File: config.mk
export PLATFORM = sky130hd
export DESIGN_NAME = rr_mux_arbiter_flat
export DESIGN_NICKNAME = d
export VERILOG_FILES = /design/src/rtl/rr_mux_arbiter_pkg.sv /design/src/rtl/rr_mux_arbiter_if.sv /design/src/rtl/rr_mux_arbiter_pick.sv /design/src/rtl/rr_mux_arbiter.sv /design/src/flat_wrapper.sv
export SDC_FILE = /design/constraint.sdc
export NUM_CORES = 1
export LEC_CHECK = 0
export BUFFER_PORTS_ARGS = -buffer_cell sky130_fd_sc_hd__buf_4
export CAP_MARGIN = 20
export CORE_MARGIN = 4
export CORE_UTILIZATION = 55
export CTS_BUF_LIST = sky130_fd_sc_hd__clkbuf_16
export DETAILED_ROUTE_END_ITERATION = 12
export PLACE_DENSITY = 0.86
export RECOVER_POWER = 25
export SYNTH_ARGS = -nofsm -noshare
export SYNTH_HDL_FRONTEND = slang
export SYNTH_SLANG_ARGS = --single-unit
File: constraint.sdc
create_clock -name clk -period 12.6 [get_ports clk]
set_input_delay 3.15 -clock clk [delete_from_list [all_inputs] [get_ports clk]]
set_output_delay 3.15 -clock clk [all_outputs]
set_load 0.02 [all_outputs]
File: src/rtl/rr_mux_arbiter_pkg.sv
// Shared constants, FSM state type and the round-robin search used by the
// eight-way byte arbiter.
package rr_mux_arbiter_pkg;
    localparam int N_REQ  = 8;
    localparam int SEL_W  = 3;
    localparam int DATA_W = 8;
    localparam int CNT_W  = 16;

    typedef enum logic {IDLE = 1'b0, FULL = 1'b1} state_t;

    // Returns {found, idx}. The search walks downward so the candidate
    // closest to ptr is the last one written and therefore wins.
    function automatic logic [SEL_W:0] rr_pick(input logic [N_REQ-1:0] req,
                                               input logic [SEL_W-1:0] ptr);
        logic             found;
        logic [SEL_W-1:0] idx;
        logic [SEL_W-1:0] cand;
        found = 1'b0;
        idx   = ptr;
        for (int k = N_REQ - 1; k >= 0; k--) begin
            cand = ptr + SEL_W'(k);
            if (req[cand]) begin
                found = 1'b1;
                idx   = cand;
            end
        end
        return {found, idx};
    endfunction
endpackage

File: src/rtl/rr_mux_arbiter_if.sv
// Requester/consumer bus of the arbiter: request side, mux select and the
// registered valid/ready output stage.
interface rr_mux_arbiter_if;
    import rr_mux_arbiter_pkg::*;

    logic                     en;
    logic [N_REQ-1:0]         req;
    logic [N_REQ*DATA_W-1:0]  din;
    logic [N_REQ-1:0]         gnt;
    logic [SEL_W-1:0]         sel;
    logic [DATA_W-1:0]        dout;
    logic                     dout_valid;
    logic                     dout_ready;
    logic [CNT_W-1:0]         grant_cnt;

    modport master (output en, req, din, dout_ready,
                    input  gnt, sel, dout, dout_valid, grant_cnt);
    modport slave  (input  en, req, din, dout_ready,
                    output gnt, sel, dout, dout_valid, grant_cnt);
endinterface

File: src/rtl/rr_mux_arbiter_pick.sv
// Combinational round-robin priority pick starting the search at ptr.
module rr_priority_pick
    import rr_mux_arbiter_pkg::*;
(
    input  logic [N_REQ-1:0] req,
    input  logic [SEL_W-1:0] ptr,
    output logic             found,
    output logic [SEL_W-1:0] idx,
    output logic [N_REQ-1:0] onehot
);
    assign {found, idx} = rr_pick(req, ptr);
    assign onehot       = found ? (N_REQ'(1) << idx) : '0;
endmodule

File: src/rtl/rr_mux_arbiter.sv
// Round-robin arbiter driving the shared 8:1 byte mux into a one-deep
// registered output stage with valid/ready flow control.
module rr_mux_arbiter
    import rr_mux_arbiter_pkg::*;
#(
    parameter int WIDTH = DATA_W,
    parameter int N     = N_REQ
) (
    input  logic              clk,
    input  logic              rst_n,
    rr_mux_arbiter_if.slave   bus
);
    state_t           state;
    logic [SEL_W-1:0] ptr;
    logic             found;
    logic [SEL_W-1:0] idx;
    logic [N-1:0]     onehot;
    logic             load_slot;
    logic             capture;

    rr_priority_pick u_pick (
        .req    (bus.req),
        .ptr    (ptr),
        .found  (found),
        .idx    (idx),
        .onehot (onehot)
    );

    // The output slot is free when empty or when its byte leaves this cycle.
    // Gating with rst_n keeps gnt quiet while reset is held.
    assign load_slot = (state == IDLE) || bus.dout_ready;
    assign capture   = rst_n && load_slot && bus.en && found;
    assign bus.gnt   = capture ? onehot : '0;

    always_ff @(posedge clk or negedge rst_n) begin
        if (!rst_n) begin
            state          <= IDLE;
            ptr            <= '0;
            bus.sel        <= '0;
            bus.dout       <= '0;
            bus.dout_valid <= 1'b0;
            bus.grant_cnt  <= '0;
        end else if (capture) begin
            state          <= FULL;
            ptr            <= idx + SEL_W'(1);
            bus.sel        <= idx;
            bus.dout       <= bus.din[WIDTH*idx +: WIDTH];
            bus.dout_valid <= 1'b1;
            if (bus.grant_cnt != '1)
                bus.grant_cnt <= bus.grant_cnt + CNT_W'(1);
        end else if (state == FULL && bus.dout_ready) begin
            state          <= IDLE;
            bus.dout_valid <= 1'b0;
        end
    end
endmodule

File: src/flat_wrapper.sv
// flat-port wrapper written by rule: the top's interface ports become plain ports
module rr_mux_arbiter_flat import rr_mux_arbiter_pkg::*;
#(
    parameter int WIDTH = DATA_W,
    parameter int N     = N_REQ
)
  (clk, rst_n, bus_en, bus_req, bus_din, bus_dout_ready, bus_gnt, bus_sel, bus_dout, bus_dout_valid, bus_grant_cnt);
  rr_mux_arbiter_if bus_i ();
  input  logic clk;
  input  logic rst_n;
  input wire logic [$bits(bus_i.en)-1:0] bus_en;
  input wire logic [$bits(bus_i.req)-1:0] bus_req;
  input wire logic [$bits(bus_i.din)-1:0] bus_din;
  input wire logic [$bits(bus_i.dout_ready)-1:0] bus_dout_ready;
  output wire logic [$bits(bus_i.gnt)-1:0] bus_gnt;
  output wire logic [$bits(bus_i.sel)-1:0] bus_sel;
  output wire logic [$bits(bus_i.dout)-1:0] bus_dout;
  output wire logic [$bits(bus_i.dout_valid)-1:0] bus_dout_valid;
  output wire logic [$bits(bus_i.grant_cnt)-1:0] bus_grant_cnt;
  assign bus_i.en = bus_en;
  assign bus_i.req = bus_req;
  assign bus_i.din = bus_din;
  assign bus_i.dout_ready = bus_dout_ready;
  assign bus_gnt = bus_i.gnt;
  assign bus_sel = bus_i.sel;
  assign bus_dout = bus_i.dout;
  assign bus_dout_valid = bus_i.dout_valid;
  assign bus_grant_cnt = bus_i.grant_cnt;
  rr_mux_arbiter #(.WIDTH(WIDTH), .N(N)) u_core (.clk(clk), .rst_n(rst_n), .bus(bus_i));
endmodule
==> reports/qor.yml <==
outcome: "finished with violations"
failed_checks: "capacitance limit, slew limit"
fin_nets: 505
track_usage_pct: 22.2
synth_top_family_by_area: "multiplexers"
synth_compound_area_share_pct: 6.09
critPathCaptureType: "output port"
cts_root_buffer: "clkbuf_16"
die_y_um: 87.5
register_area_sq_um: 779
yosysTopAreaCellShare_pct: 30.3
ys_ff_latch: 31
vias_per_cell: 6.07
diodes: 0
dp_hpwl_mm: 6.72
cts_resized: 0
io_pins: 112
critPathBufInv: 3
grt_max_degree: 67
path_common_cell: "buf_4"
final_cell_mix: "buf_4, mux2i_1, dfrtp_1"
core-area_sq_um: 6030
cts_tree: "built"
drv_cap: 1
p_total_mw: 1.33
post_cts_buffers: 0
grt_first_pass_wirelength_mm: 13.7
finalCriticalPeriod_ns: 9.36
finalSetupViolations: 0
die-area_sq_um: 7650
irDropWorstVdd_mv: 0.195
rows: 28
drt_iter0_markers: 304
area_growth_pct: 28.3
critical_path_class: "input port to output port"
ys_async_sr_fraction_pct: 100
synth-seq-area-share_pct: 22.3
syn_inst: 329
finClkSkew_ns: 0.00294
clock-sinks: 31
gp_congestion: 0.840
multi_input_area_sq_um: 2550
syn-num-nets: 409
max_freq_mhz: 107
syn_area_sq_um: 3470
crit_family: "compound AO/OA/AOI/OAI gates"
cp_max_fo: 34
syn_area_per_cell_sq_um: 10.6
ant_nets: 0
yosysWarnings: 0
die_w_um: 87.5
routedWlPerCell_um: 17.1
synthFlopType: "dfrtp_1"
wirelength_mm: 8.56
hold_path.class: "flop to flop"
critPathMaxStageDelay_ns: 0.75
antenna_found_initial: 0
vias: 3039
critPathArrivalTime_ns: 6.21
rsz0062_at_grt: "no"
slowest_stage: "a21o_2"
n_fill_cell: 411
drc: 0
fin_setup_tns_ns: 0
powerDensity_nw_per_um2: 299
cp_data_required_time_ns: 9.45
synth_cell_types: 45
finalHoldViolCount: 0
synth-simple-area-share_pct: 9.37
gr-total-overflow: 0
clk_latency_ns: 0.27
worst_slew_pin_slew_ns: 1.66
io_buffers: 111
relSlewSlack_pct: -10.5
drv_slew: 33
synthXorXnorAreaFrac_pct: 4.79
crit_chain: "buf_4 -> mux4_2 -> mux2_2 -> nand2b_1 -> a21oi_1 -> a21o_2 -> xnor2_1 -> nor2b_1 -> ha_1 -> inv_1 -> nor2_1 -> buf_4"
path_clk_slew_ns: 0.05
layout_commonest_cell: "buf_4"
fin_crit_sh_pct: 74.3
cts_max_path_buffers: 2
htreeDepth: 2
synth_top_area_cell: "mux2i_1"
cts_buffers: 5
grt_pass1_vias: 2930
drt_pass1_iterations: 5
synth_mux_area_share_pct: 51.7
initial_core_util_pct: 57.6
yosys.area_share.adder_pct: 1.44
drive_gt1_share_pct: 38.7
synth_edf_count: 0
critPathLaunchType: "input port"
postCtsHoldBufs: 0
netlist_top_cells_area: "mux2i_1, dfrtp_1, mux4_2"
p_leak_nw: 2.17
==> registers in the layout (all words and copies together) (netlist names) <==
| signal | cells |
|---|---|
| u_core.bus.grant_cnt | 16 |
| u_core.bus.dout | 8 |
| u_core.bus.sel | 3 |
| u_core.ptr | 3 |
| u_core.bus.dout_valid | 1 |
==> synth_stat cells (2+ instances only) <==
library cell	count
nand2_1	20
mux2_2	20
xor2_1	5
o21a_1	3
and4_1	2
ha_1	4
or2_2	2
buf_6	2
inv_1	7
o21bai_1	2
mux4_2	17
nor3_1	3
clkbuf_1	9
nor2_1	16
mux2i_1	105
mux4_1	4
nand4_1	6
nor2b_1	4
nand2b_1	4
a21oi_1	6
o21ai_0	4
buf_4	3
xnor2_1	14
o31ai_1	2
dfrtp_1	31
nand3_1	5
and3_1	3
mux2_4	2
buf_2	5
buf_1	4
==> final cells by class <==
type	instances	area share, %
multi-input combinational	267	57.2
timing repair buffer	112	18.8
sequential	31	17.5
clock buffer	5	2.81
tap	75	2.11
clock inverter	3	0.871
inverter	8	0.674
==> layer usage <==
metal  GRT usage [%]  routed length [um]  part of all wire, %
met2            37.9                4270                   50
met3            4.73                 655                  7.7
met4            4.46                 131                  1.5
met5               0                   0                    0
met1            29.0                3500                   41
==> report_power, final <==
group	switching (mW)	total [mW]	leakage, nW	internal [mW]
sequential	0.0507	0.184	0.393	0.134
combinational	0.489	1.02	1.70	0.527
clock	0.0383	0.130	0.0812	0.0919
total	0.578	1.33	2.17	0.752
==> worst reg2reg max path, delay by kind of cell, from the launching register on <==
family,cells,cell delay [ns]
muxes,3,1.23
and+or+nand+nor,2,0.24
AOI/OAI and AO/OA,2,0.61
buffers and inverters,1,0.25
adders and majority gates,2,1.00
DFF,1,0.81
xor gates and xnor gates,1,0.55
==> path summary, 6_finish.rpt <==
| check | from | endpoint | slack, ns | cells after the start |
|---|---|---|---|---|
| min reg2reg | u_core.bus.grant_cnt[4]$_DFFE_PN0P_ | u_core.bus.grant_cnt[4]$_DFFE_PN0P_ | 0.50 | 1 |
| max in group asynchronous | rst_n | u_core.ptr[0]$_DFFE_PN0P_ | 8.12 | 1 |
| min | u_core.bus.grant_cnt[4]$_DFFE_PN0P_ | u_core.bus.grant_cnt[4]$_DFFE_PN0P_ | 0.50 | 1 |
| max reg2reg | u_core.ptr[1]$_DFFE_PN0P_ | u_core.ptr[2]$_DFFE_PN0P_ | 7.78 | 11 |
| max | bus_req[0] | bus_gnt[7] | 3.24 | 12 |
| min in group asynchronous | rst_n | u_core.bus.grant_cnt[13]$_DFFE_PN0P_ | 3.31 | 1 |
==> stage by stage <==
stage	instances	utilization, %	setup WS, ns	instance area [sq um]	hold slack (ns)
CTS	501	74.0	3.26	4460	0.503
finish	501	73.9	3.24	4450	0.500
global placement	493	71.2	3.42	4290	0.469
global route	501	73.9	3.10	4450	0.513
floorplan	329	-	4.02	3470	0.590
detailed placement	493	71.2	3.28	4290	0.483
==> cell families after synthesis <==
family,count (synthesis)
compound gates,29
xor+xnor,19
fa+ha+maj,4
buf+inv,31
flops,31
mux,148
simple gates,67
(Power assumes the default switching activity.)
